[src/rtl/mips_alu_muldiv.sv]
// MIPS execute unit: single-cycle ALU plus iterative MULT/MULTU/DIV/DIVU into HI/LO.
// Define MIPS_ALU_DIV_EN to build the divider; otherwise ops 13/14 decode as illegal.
module mips_alu_muldiv #(
    parameter int WIDTH = 32,
    parameter int SHW   = $clog2(WIDTH)
) (
    input  logic             clk,
    input  logic             rst_n,
    input  logic             in_valid,
    output logic             in_ready,
    input  logic [4:0]       op,
    input  logic [WIDTH-1:0] a,
    input  logic [WIDTH-1:0] b,
    input  logic [SHW-1:0]   shamt,
    output logic             out_valid,
    output logic [WIDTH-1:0] result,
    output logic             zero,
    output logic             ovf,
    output logic             div0,
    output logic             illegal,
    output logic [WIDTH-1:0] hi,
    output logic [WIDTH-1:0] lo
);
    typedef enum logic [1:0] {S_IDLE, S_MUL, S_DIV, S_FIX} state_t;

    localparam logic [4:0] OP_AND = 5'd0,  OP_OR   = 5'd1,  OP_ADD  = 5'd2,  OP_XOR  = 5'd3;
    localparam logic [4:0] OP_NOR = 5'd4,  OP_SLTU = 5'd5,  OP_SUB  = 5'd6,  OP_SLT  = 5'd7;
    localparam logic [4:0] OP_SLL = 5'd8,  OP_SRL  = 5'd9,  OP_SRA  = 5'd10, OP_MULT = 5'd11;
    localparam logic [4:0] OP_MULTU = 5'd12, OP_DIV = 5'd13, OP_DIVU = 5'd14, OP_MFHI = 5'd15;
    localparam logic [4:0] OP_MFLO = 5'd16, OP_MTHI = 5'd17, OP_MTLO = 5'd18;

    state_t               state_q, state_d;
    logic [SHW-1:0]       cnt_q, cnt_d;
    logic [2*WIDTH-1:0]   p_q, p_d;
    logic [WIDTH-1:0]     m_q, m_d, a_q, a_d;
    logic                 neg_lo_q, neg_lo_d, neg_hi_q, neg_hi_d;
    logic                 is_div_q, is_div_d, dz_q, dz_d;
    logic [WIDTH-1:0]     result_q, result_d, hi_q, hi_d, lo_q, lo_d;
    logic                 zero_q, zero_d, ovf_q, ovf_d, div0_q, div0_d;
    logic                 illegal_q, illegal_d, out_valid_q, out_valid_d;

    logic [WIDTH-1:0]     sum, diff, res, q_v, r_v;
    logic [WIDTH:0]       step;
    logic [2*WIDTH-1:0]   prod;
    logic                 single, ill;

    function automatic logic [WIDTH-1:0] mag(input logic [WIDTH-1:0] x);
        return x[WIDTH-1] ? (~x + 1'b1) : x;
    endfunction

    assign sum  = a + b;
    assign diff = a - b;

    always_comb begin
        state_d     = state_q;
        cnt_d       = cnt_q;
        p_d         = p_q;
        m_d         = m_q;
        a_d         = a_q;
        neg_lo_d    = neg_lo_q;
        neg_hi_d    = neg_hi_q;
        is_div_d    = is_div_q;
        dz_d        = dz_q;
        result_d    = result_q;
        hi_d        = hi_q;
        lo_d        = lo_q;
        zero_d      = 1'b0;
        ovf_d       = 1'b0;
        div0_d      = 1'b0;
        illegal_d   = 1'b0;
        out_valid_d = 1'b0;
        res         = '0;
        single      = 1'b1;
        ill         = 1'b0;
        step        = '0;
        prod        = '0;
        q_v         = '0;
        r_v         = '0;
        case (state_q)
            S_IDLE: begin
                if (in_valid) begin
                    case (op)
                        OP_AND:  res = a & b;
                        OP_OR:   res = a | b;
                        OP_XOR:  res = a ^ b;
                        OP_NOR:  res = ~(a | b);
                        OP_ADD: begin
                            res   = sum;
                            ovf_d = (a[WIDTH-1] == b[WIDTH-1]) && (sum[WIDTH-1] != a[WIDTH-1]);
                        end
                        OP_SUB: begin
                            res   = diff;
                            ovf_d = (a[WIDTH-1] != b[WIDTH-1]) && (diff[WIDTH-1] != a[WIDTH-1]);
                        end
                        OP_SLTU: res = {{(WIDTH-1){1'b0}}, (a < b)};
                        OP_SLT:  res = {{(WIDTH-1){1'b0}}, ($signed(a) < $signed(b))};
                        OP_SLL:  res = b << shamt;
                        OP_SRL:  res = b >> shamt;
                        OP_SRA:  res = $signed(b) >>> shamt;
                        OP_MFHI: res = hi_q;
                        OP_MFLO: res = lo_q;
                        OP_MTHI: begin res = a; hi_d = a; end
                        OP_MTLO: begin res = a; lo_d = a; end
                        OP_MULT, OP_MULTU: begin
                            single   = 1'b0;
                            state_d  = S_MUL;
                            cnt_d    = SHW'(WIDTH-1);
                            m_d      = (op == OP_MULT) ? mag(a) : a;
                            p_d      = {{WIDTH{1'b0}}, ((op == OP_MULT) ? mag(b) : b)};
                            neg_lo_d = (op == OP_MULT) && (a[WIDTH-1] ^ b[WIDTH-1]);
                            neg_hi_d = 1'b0;
                            is_div_d = 1'b0;
                            dz_d     = 1'b0;
                        end
`ifdef MIPS_ALU_DIV_EN
                        OP_DIV, OP_DIVU: begin
                            single   = 1'b0;
                            is_div_d = 1'b1;
                            a_d      = a;
                            dz_d     = (b == '0);
                            state_d  = (b == '0) ? S_FIX : S_DIV;
                            cnt_d    = SHW'(WIDTH-1);
                            m_d      = (op == OP_DIV) ? mag(b) : b;
                            p_d      = {{WIDTH{1'b0}}, ((op == OP_DIV) ? mag(a) : a)};
                            neg_lo_d = (op == OP_DIV) && (a[WIDTH-1] ^ b[WIDTH-1]);
                            neg_hi_d = (op == OP_DIV) && a[WIDTH-1];
                        end
`endif
                        default: ill = 1'b1;
                    endcase
                    if (single) begin
                        result_d    = res;
                        zero_d      = (res == '0);
                        illegal_d   = ill;
                        out_valid_d = 1'b1;
                    end else begin
                        ovf_d = 1'b0;
                    end
                end
            end
            // Shift-add multiply: add multiplicand into the upper half, then shift right.
            S_MUL: begin
                step  = {1'b0, p_q[2*WIDTH-1:WIDTH]} + {1'b0, (p_q[0] ? m_q : {WIDTH{1'b0}})};
                p_d   = {step, p_q[WIDTH-1:1]};
                cnt_d = cnt_q - 1'b1;
                if (cnt_q == '0) state_d = S_FIX;
            end
`ifdef MIPS_ALU_DIV_EN
            // Restoring divide: remainder in the upper half, quotient shifts into the lower.
            S_DIV: begin
                step = {p_q[2*WIDTH-1:WIDTH], p_q[WIDTH-1]};
                if (step >= {1'b0, m_q}) begin
                    step = step - {1'b0, m_q};
                    p_d  = {step[WIDTH-1:0], p_q[WIDTH-2:0], 1'b1};
                end else begin
                    p_d  = {step[WIDTH-1:0], p_q[WIDTH-2:0], 1'b0};
                end
                cnt_d = cnt_q - 1'b1;
                if (cnt_q == '0) state_d = S_FIX;
            end
`endif
            S_FIX: begin
                if (is_div_q) begin
                    q_v = neg_lo_q ? (~p_q[WIDTH-1:0] + 1'b1) : p_q[WIDTH-1:0];
                    r_v = neg_hi_q ? (~p_q[2*WIDTH-1:WIDTH] + 1'b1) : p_q[2*WIDTH-1:WIDTH];
                    if (dz_q) begin
                        q_v    = '1;
                        r_v    = a_q;
                        div0_d = 1'b1;
                    end
                end else begin
                    prod = neg_lo_q ? (~p_q + 1'b1) : p_q;
                    q_v  = prod[WIDTH-1:0];
                    r_v  = prod[2*WIDTH-1:WIDTH];
                end
                lo_d        = q_v;
                hi_d        = r_v;
                result_d    = q_v;
                zero_d      = (q_v == '0);
                out_valid_d = 1'b1;
                state_d     = S_IDLE;
            end
            default: state_d = S_IDLE;
        endcase
    end

    always_ff @(posedge clk or negedge rst_n) begin
        if (!rst_n) begin
            state_q     <= S_IDLE;
            cnt_q       <= '0;
            p_q         <= '0;
            m_q         <= '0;
            a_q         <= '0;
            neg_lo_q    <= 1'b0;
            neg_hi_q    <= 1'b0;
            is_div_q    <= 1'b0;
            dz_q        <= 1'b0;
            result_q    <= '0;
            hi_q        <= '0;
            lo_q        <= '0;
            zero_q      <= 1'b0;
            ovf_q       <= 1'b0;
            div0_q      <= 1'b0;
            illegal_q   <= 1'b0;
            out_valid_q <= 1'b0;
        end else begin
            state_q     <= state_d;
            cnt_q       <= cnt_d;
            p_q         <= p_d;
            m_q         <= m_d;
            a_q         <= a_d;
            neg_lo_q    <= neg_lo_d;
            neg_hi_q    <= neg_hi_d;
            is_div_q    <= is_div_d;
            dz_q        <= dz_d;
            result_q    <= result_d;
            hi_q        <= hi_d;
            lo_q        <= lo_d;
            zero_q      <= zero_d;
            ovf_q       <= ovf_d;
            div0_q      <= div0_d;
            illegal_q   <= illegal_d;
            out_valid_q <= out_valid_d;
        end
    end

    assign in_ready  = (state_q == S_IDLE);
    assign out_valid = out_valid_q;
    assign result    = result_q;
    assign zero      = zero_q;
    assign ovf       = ovf_q;
    assign div0      = div0_q;
    assign illegal   = illegal_q;
    assign hi        = hi_q;
    assign lo        = lo_q;
endmodule
[config.mk]
export PLATFORM = sky130hd
export DESIGN_NAME = mips_alu_muldiv
export DESIGN_NICKNAME = d
export VERILOG_FILES = /design/src/rtl/mips_alu_muldiv.sv
export SDC_FILE = /design/constraint.sdc
export NUM_CORES = 1
export LEC_CHECK = 0
export ABC_AREA = 1
export CORE_MARGIN = 4
export CORE_UTILIZATION = 30
export DETAILED_ROUTE_END_ITERATION = 6
export PLACE_DENSITY = 0.55
export SETUP_SLACK_MARGIN = 0.02
export SLEW_MARGIN = 5
export SYNTH_ARGS = -nofsm -noshare
export SYNTH_HDL_FRONTEND = slang
export SYNTH_SLANG_ARGS = --single-unit
[constraint.sdc]
create_clock -name clk -period 3.5 [get_ports clk]
set_input_delay 0.7 -clock clk [delete_from_list [all_inputs] [get_ports clk]]
set_output_delay 0.7 -clock clk [all_outputs]
set_load 0.02 [all_outputs]
==> summary.txt, run 1 <==
Status
  – Status: finished with violations
  – Failing checks: DRC

Cells and area
  – Final #Nets: 5511
  – Fillcell total: 8999
  – Area Overhead vs Synth: 41.4%
  – Post-route cell area: 0.0356 mm2
  – Layout cells sized above 1: 19.3%

Synthesis
  – XOR/XNOR share of the synthesized area: 2.51%
  – Mux cell area share after synthesis: 0%
  – Seq/Total Area, Yosys: 20.3%
  – Asr flop ratio synth: 100%
  – Synth unique cells: 61
  – Syn Area/Cell: 5.72 um2
  – Post-Synth Adder-Cell Area: 7.06%
  – Synth warnings: 0
  – Synthesis-stage register bit count: 204
  – Post-synth top flop: dfrtp_1
  – Number of synthesized flops with an enable pin: 0
  – Largest family of logic cells by synthesized area: simple AND/OR/NAND/NOR gates
  – Post-Synth Simple-Gate Area: 45.3%
  – Syn nets: 4617
  – Synth Area in Compound Gates: 13.2%
  – Post-Synthesis Cell Area: 0.0251 mm2
  – Mapped Cells: 4400

Route
  – Vias: 35000
  – Drc violations: 4
  – Wire per inst: 26.4 um
  – Drt first-iter violations: 4600
  – DRT Pass-1 Iters: 7
  – Vias/cell: 5.48
  – WL final: 169 mm
  – Antenna viol nets, final: 0

STA
  – Max-slew headroom: 41.7%
  – Fin crit share: 99.9%
  – Worst-Margin Slew: 871 ps
  – RSZ-0062 raised after global routing: yes
  – Max Transition Viols Final: 0
  – Hold Fails Final Rpt: 0
  – Period minus WS final: 3500 ps
  – Peak Freq: 286 MHz
  – # setup viols final: 0
  – Worst hold margin: 81.9 ps
  – Final Skew: 69.5 ps

Clock tree
  – Maximum buffer depth of the clock tree: 3
  – Clk Tree Root Cell: clkbuf_16
  – CTS Sinks: 204
  – Clock transition at the registers of the reported paths: 70 ps
  – Inserted Clock Buffers: 24
  – CTS tree: done
  – H-tree levels: 1
  – Clock Latency Late Sink: 600 ps

Placement
  – Gpl congestion: 1.11
  – DP Area: 0.0344 mm2
  – Port bufs: 177
  – DP Wirelength: 144 mm

Power and ir drop
  – Internal power consumption: 0.0104 W
  – Sw power: 0.0124 W
  – Peak VDD IR: 0.000747 V
  – Clock power share: 12.7%
  – Pwr dens: 642 mW/mm2
  – Seq pwr share: 20.9%
  – Combinational Power Share: 66.4%
  – Static leakage: 18.7 nW
  – Design Power: 0.0228 W
  – Switching Fraction: 54.4%

Global route
  – Largest net degree at the start of global routing: 85
  – Initial antenna violation count: 1
  – Total track usage: 36.5%
  – Vias in the first global route: 32200
  – Global-route wire length before repair: 235 mm
  – Global route overflow: 0

Setup path
  – Setup Crit Path Kind: primary input to flip-flop
  – Reg2reg setup slack: 310 ps
  – Critical Path End: zero$_DFF_PN0_
  – Critical Path Start: a[4]
  – WP data required: 4030 ps
  – Crit Reg-Reg Startpoint: p_q[0]$_DFFE_PN0P_
  – Reg2Reg Depth: 17
  – R2r endpoint: zero$_DFF_PN0_
  – Crit. End Element: flip-flop
  – Critical path launch point type: primary input
  – Worst-path fanout max: 5
  – Critical Path AT: 4030 ps

Die
  – Core ar.: 0.0826 mm2
  – Die Width: 298 um
  – Die ar.: 0.0885 mm2
  – I/O Pins: 179
  – Site Rows: 105
  – Chip height: 298 um
  – Initial core utilization: 30.4%

Hold path
  – Worst hold path class: primary input to asynchronous set/reset pin

Flow run
  – Max Cap Viol: 0
-- how the worst min path moves through the flow --
stage                        start              endpoint  slack, ps  cells past startpoint
4_1_cts                      rst_n   p_q[63]$_DFFE_PN0P_        130                      1
6_report                     rst_n   p_q[63]$_DFFE_PN0P_         80                      1
2_1_floorplan                rst_n  cnt_q[0]$_DFFE_PN0P_        400                      0
3_3_place_gp   m_q[14]$_DFFE_PN0P_   m_q[14]$_DFFE_PN0P_        470                      2
5_1_grt                      rst_n   p_q[63]$_DFFE_PN0P_        140                      1
3_5_place_dp   m_q[15]$_DFFE_PN0P_   m_q[15]$_DFFE_PN0P_        480                      2
-- stage by stage --
stage | instances | setup TNS [ps] | worst slack (ps) | util, %
4_1_cts | 6380 | 0 | 20.0 | 42.8
3_5_place_dp | 6337 | -23890 | -1170 | 41.7
6_report | 6382 | 0 | 4.84 | 43.0
2_1_floorplan | 4400 | 0 | 755 | -
3_3_place_gp | 6337 | -24270 | -1170 | 41.7
5_1_grt | 6381 | -112 | -112 | 43.0
-- synth_stat cells, drive strengths merged, types with 3 or more instances --
master	count	area [um2]
a22oi	3	22.5
o211ai	26	195
and3	4	25.0
nor4	25	163
clkbuf	83	313
nor2	525	2020
o21ai	202	1020
buf	100	559
o22ai	15	93.8
a21oi	165	830
clkinv	3	11.3
ha	137	1710
xor2	70	613
and2	7	43.8
a31oi	98	613
o221ai	23	201
o21a	6	45.0
nand3b	12	90.1
nand4	58	363
nor3	54	305
o31ai	9	72.6
or2	8	50.1
nand2	1330	5000
fa	3	60.1
inv	544	2040
a21boi	4	30.0
dfrtp	204	5100
o21bai	12	90.1
nand3	650	3280
-- critical path, cell delays in order --
cell and delay, ps:
clkdlybuf4s50_1 520, inv_1 190, ha_4 380, inv_1 60, nand2_1 50, nand2_1 60, inv_1 70, nand3_1 110
nand2_1 80, nand2_1 60, o21ai_2 150, buf_4 180, nand3_1 140, buf_4 180, nor2_1 120, nand2_2 130
nor2_4 160, buf_4 120, nand2_1 110, nor2_2 130, nand2_1 60, nor2_1 100, nor2_1 50, nor2_1 80
-- per-layer routing --
| metal | GRT usage [%] | wire (um) | vias to the layer above |
|---|---|---|---|
| met2 | 53.8 | 69100 | 2028 |
| met3 | 7.14 | 18200 | 259 |
| li1 | - | - | 16200 |
| met5 | 0 | 13 | - |
| met1 | 51.8 | 72600 | 16500 |
| met4 | 15.2 | 8860 | 2 |
-- cells in the final DEF, fill, tap and decap left out, types with 7 or more instances in the layout --
cell	n
a21oi_1	163
a31oi_1	98
and2_1	7
buf_12	40
buf_4	833
clkbuf_16	24
clkdlybuf4s50_1	166
dfrtp_1	202
ha_1	118
ha_2	12
ha_4	7
inv_1	525
inv_2	18
nand2_1	1321
nand2_2	8
nand3_1	641
nand3_2	9
nand3b_1	12
nand4_1	58
nor2_1	503
nor2_2	16
nor3_1	45
nor3_2	8
nor4_1	24
o211ai_1	26
o21ai_0	183
o21ai_1	16
o21bai_1	12
o221ai_1	23
o22ai_1	15
o31ai_1	8
xor2_1	70
-- power by group through the flow --
stage	logic (W)	registers, W	clock network, W
2_1_floorplan	0.00771	0.00469	0
3_3_place_gp	0.0147	0.00470	0
3_5_place_dp	0.0147	0.00470	0
4_1_cts	0.0148	0.00468	0.00292
5_1_grt	0.0162	0.00482	0.00302
6_report	0.0152	0.00477	0.00291
-- layout make-up --
type | count | area (um2) | share of cell area (%)
Antenna cell | 1 | 2.50 | 0.00704
Clock buffer | 28 | 656 | 1.84
Clock inverter | 15 | 236 | 0.665
Inverter | 547 | 2060 | 5.78
Multi-Input combinational cell | 3466 | 17300 | 48.8
Sequential cell | 204 | 5110 | 14.4
Tap cell | 1070 | 1340 | 3.77
Timing Repair Buffer | 1051 | 8820 | 24.8
-- cells by family (layout without fill, tap and decap cells) --
group	count (synthesis)	count (layout)
and+or+nand+nor	2679	2679
buffers and inverters	730	1641
AOI/OAI and AO/OA	574	574
DFF	204	204
adders and majority gates	140	140
xor gates and xnor gates	72	72
other	1	2
-- flip-flops by register name, indices dropped and copies added (netlist names), 2 cells and up --
name     cells
lo          32
p_q         64
cnt_q        5
m_q         32
state_q      2
hi          32
result      32
-- what timing repair did --
item / 4_1_cts / 5_1_grt
hold buffers: 0 / 0
setup buffers: 0 / 1
resized for setup: 26 / 35
pin swaps: 0 / 1
setup endpoints to repair: 10 / 11
(Power assumes the default switching activity.)
==> inputs of run 2 (changes only) <==
Settings changed: CORE_MARGIN 4 to 5.
==> run 2 against run 1 <==
Net effect: the run still ends with DRC left; hold slack improved by 38 ps; worst setup slack improved by 25 ps; via count shrank 3.0%; critical endpoint is now result[8]$_DFFE_PN0P_; largest power group unchanged; die area grew 1.3%; critical path depth is 7 lower; design area is 2.0% lower; clock power is 7.9% higher; first-iteration DRC count shrank 4.2%.
==> summary.txt, run 2 (same netlist as run 1, synthesis figures left out) <==
Route
  – DRT Pass-1 Iters: 7
  – WL final: 158 mm
  – Antenna viol nets, final: 0
  – Vias: 34000
  – Vias/cell: 5.40
  – Wire per inst: 25.2 um
  – Drt first-iter violations: 4406
  – Drc violations: 1

Cells and area
  – Fillcell total: 9108
  – Layout cells sized above 1: 17.6%
  – Commonest non-fill, non-tap cell in the layout: nand2_1
  – Final #Nets: 5398
  – Post-route cell area: 0.0348 mm2
  – Core Util, Final: 41.7%
  – Largest register FFs: 64
  – Largest Register: p_q
  – Area Overhead vs Synth: 38.5%
  – Most frequent cells in the layout: nand2_1 (1323), buf_4 (719), nand3_1 (640), inv_1 (525), nor2_1 (499)

Setup path
  – Crit path largest cell delay: 620 ps
  – Critical path launch point type: primary input
  – Crit. End Element: flip-flop
  – Setup Crit Path Kind: primary input to flip-flop
  – Slowest CP cell: clkdlybuf4s50_1
  – CP Cell Sequence: clkdlybuf4s50_1 > buf_4 > inv_2 > buf_4 > nor2_2 > buf_4 > nand3_1 > buf_4 > o21ai_0 > nand2_1 > nand2_1 > inv_1 > nand3b_1 > buf_4 > buf_4 > nand2_1 > a31oi_1
  – Worst-path fanout max: 9
  – WP data required: 3980 ps
  – Critical Path AT: 3950 ps
  – Most used cell, CP: buf_4

Global route
  – Global route overflow: 0
  – Initial antenna violation count: 6
  – Total track usage: 33.7%
  – Global-route wire length before repair: 224 mm
  – Vias in the first global route: 31900
  – Largest net degree at the start of global routing: 96

STA
  – # setup viols final: 0
  – Setup WS post-layout: 30.3 ps
  – Peak Freq: 288 MHz
  – Worst hold margin: 120 ps
  – Final Skew: 22.3 ps
  – Worst-Margin Slew: 905 ps
  – Fin crit share: 99.1%
  – Period minus WS final: 3470 ps
  – Hold Fails Final Rpt: 0
  – RSZ-0062 raised after global routing: yes
  – Max Transition Viols Final: 0
  – Max-slew headroom: 39.7%

Placement
  – Gpl congestion: 1.10
  – DP Wirelength: 135 mm
  – Port bufs: 177
  – Pre-CTS setup slack: -980 ps
  – DP Area: 0.0336 mm2

Flow run
  – Max Cap Viol: 0

Die
  – Chip height: 300 um
  – Die ar.: 0.0897 mm2
  – Die Width: 300 um
  – Core ar.: 0.0834 mm2
  – I/O Pins: 179
  – Site Rows: 106
  – Initial core utilization: 30.1%

Power and ir drop
  – Pwr dens: 657 mW/mm2
  – Peak VDD IR: 0.000626 V
  – Static leakage: 18.2 nW

Status
  – Status: finished with violations
  – Failing checks: DRC

Hold path
  – Worst hold path class: primary input to asynchronous set/reset pin

Clock tree
  – CTS Sinks: 204
  – CTS tree: done
  – Clock transition at the registers of the reported paths: 70 ps
  – Inserted Clock Buffers: 24
  – Clk Tree Root Cell: clkbuf_16
  – Maximum buffer depth of the clock tree: 3
  – Clock Latency Late Sink: 560 ps
  – CTS Hold Bufs: 0
  – H-tree levels: 1
==> run 2: metal layers <==
layer	track usage [%]	up-vias	part of all wire, %	wire length, um
met1	46.1	15900	42	66400
met4	14.8	6	5.7	8980
met5	0	-	0.023	37
met2	51.9	1776	43	67500
met3	6.11	313	9.6	15200
li1	-	15900	-	-
==> run 2: worst max-delay path, delay by kind of cell <==
kind	cells	cell delay, ps
AND/OR/NAND/NOR	6	1030
buffers and inverters	9	1830
AO/OA/AOI/OAI	2	380
==> run 2: area by class of cell <==
class	instances	area (um2)	share of cell area [%]
repair buffers	938	8010	23.0
inverters	547	2060	5.90
multi-input cells	3466	17300	49.8
clock inverters	16	299	0.859
clock buffers	28	657	1.89
diodes	4	10.0	0.0287
flip-flops and latches	204	5110	14.7
well taps	1080	1350	3.88
==> run 2: metrics by stage <==
stage	TNS, ps	total power (W)	cells
after global routing	-55.4	0.0241	6279
after floorplan	0	0.0124	4400
after detailed placement	-13200	0.0192	6234
final	0	0.0229	6283
after global placement	-13240	0.0192	6234
after CTS	0	0.0225	6279
==> run 2: what timing repair did <==
action,4_1_cts,5_1_grt
gates resized for setup,12,44
setup buffers,1,0
endpoints found under the setup margin,3,13
==> run 2: worst paths after layout <==
kind,cells past startpoint,slack [ps],startpoint,endpoint
hold reg to reg,2,480,m_q[3]$_DFFE_PN0P_,m_q[3]$_DFFE_PN0P_
hold / removal,1,120,rst_n,m_q[6]$_DFFE_PN0P_
setup reg to reg,16,200,p_q[0]$_DFFE_PN0P_,zero$_DFF_PN0_
min in group clk,2,480,m_q[3]$_DFFE_PN0P_,m_q[3]$_DFFE_PN0P_
max in group asynchronous,2,2530,rst_n,p_q[3]$_DFFE_PN0P_
setup / recovery,17,30,op[2],result[8]$_DFFE_PN0P_
==> run 2: report_power, final <==
group	leakage [nW]	internal, W	switching (W)
Sequential	2.51	0.00337	0.00124
Combinational	15.2	0.00523	0.00989
Clock	0.463	0.00194	0.00119
Total	18.2	0.0105	0.0123
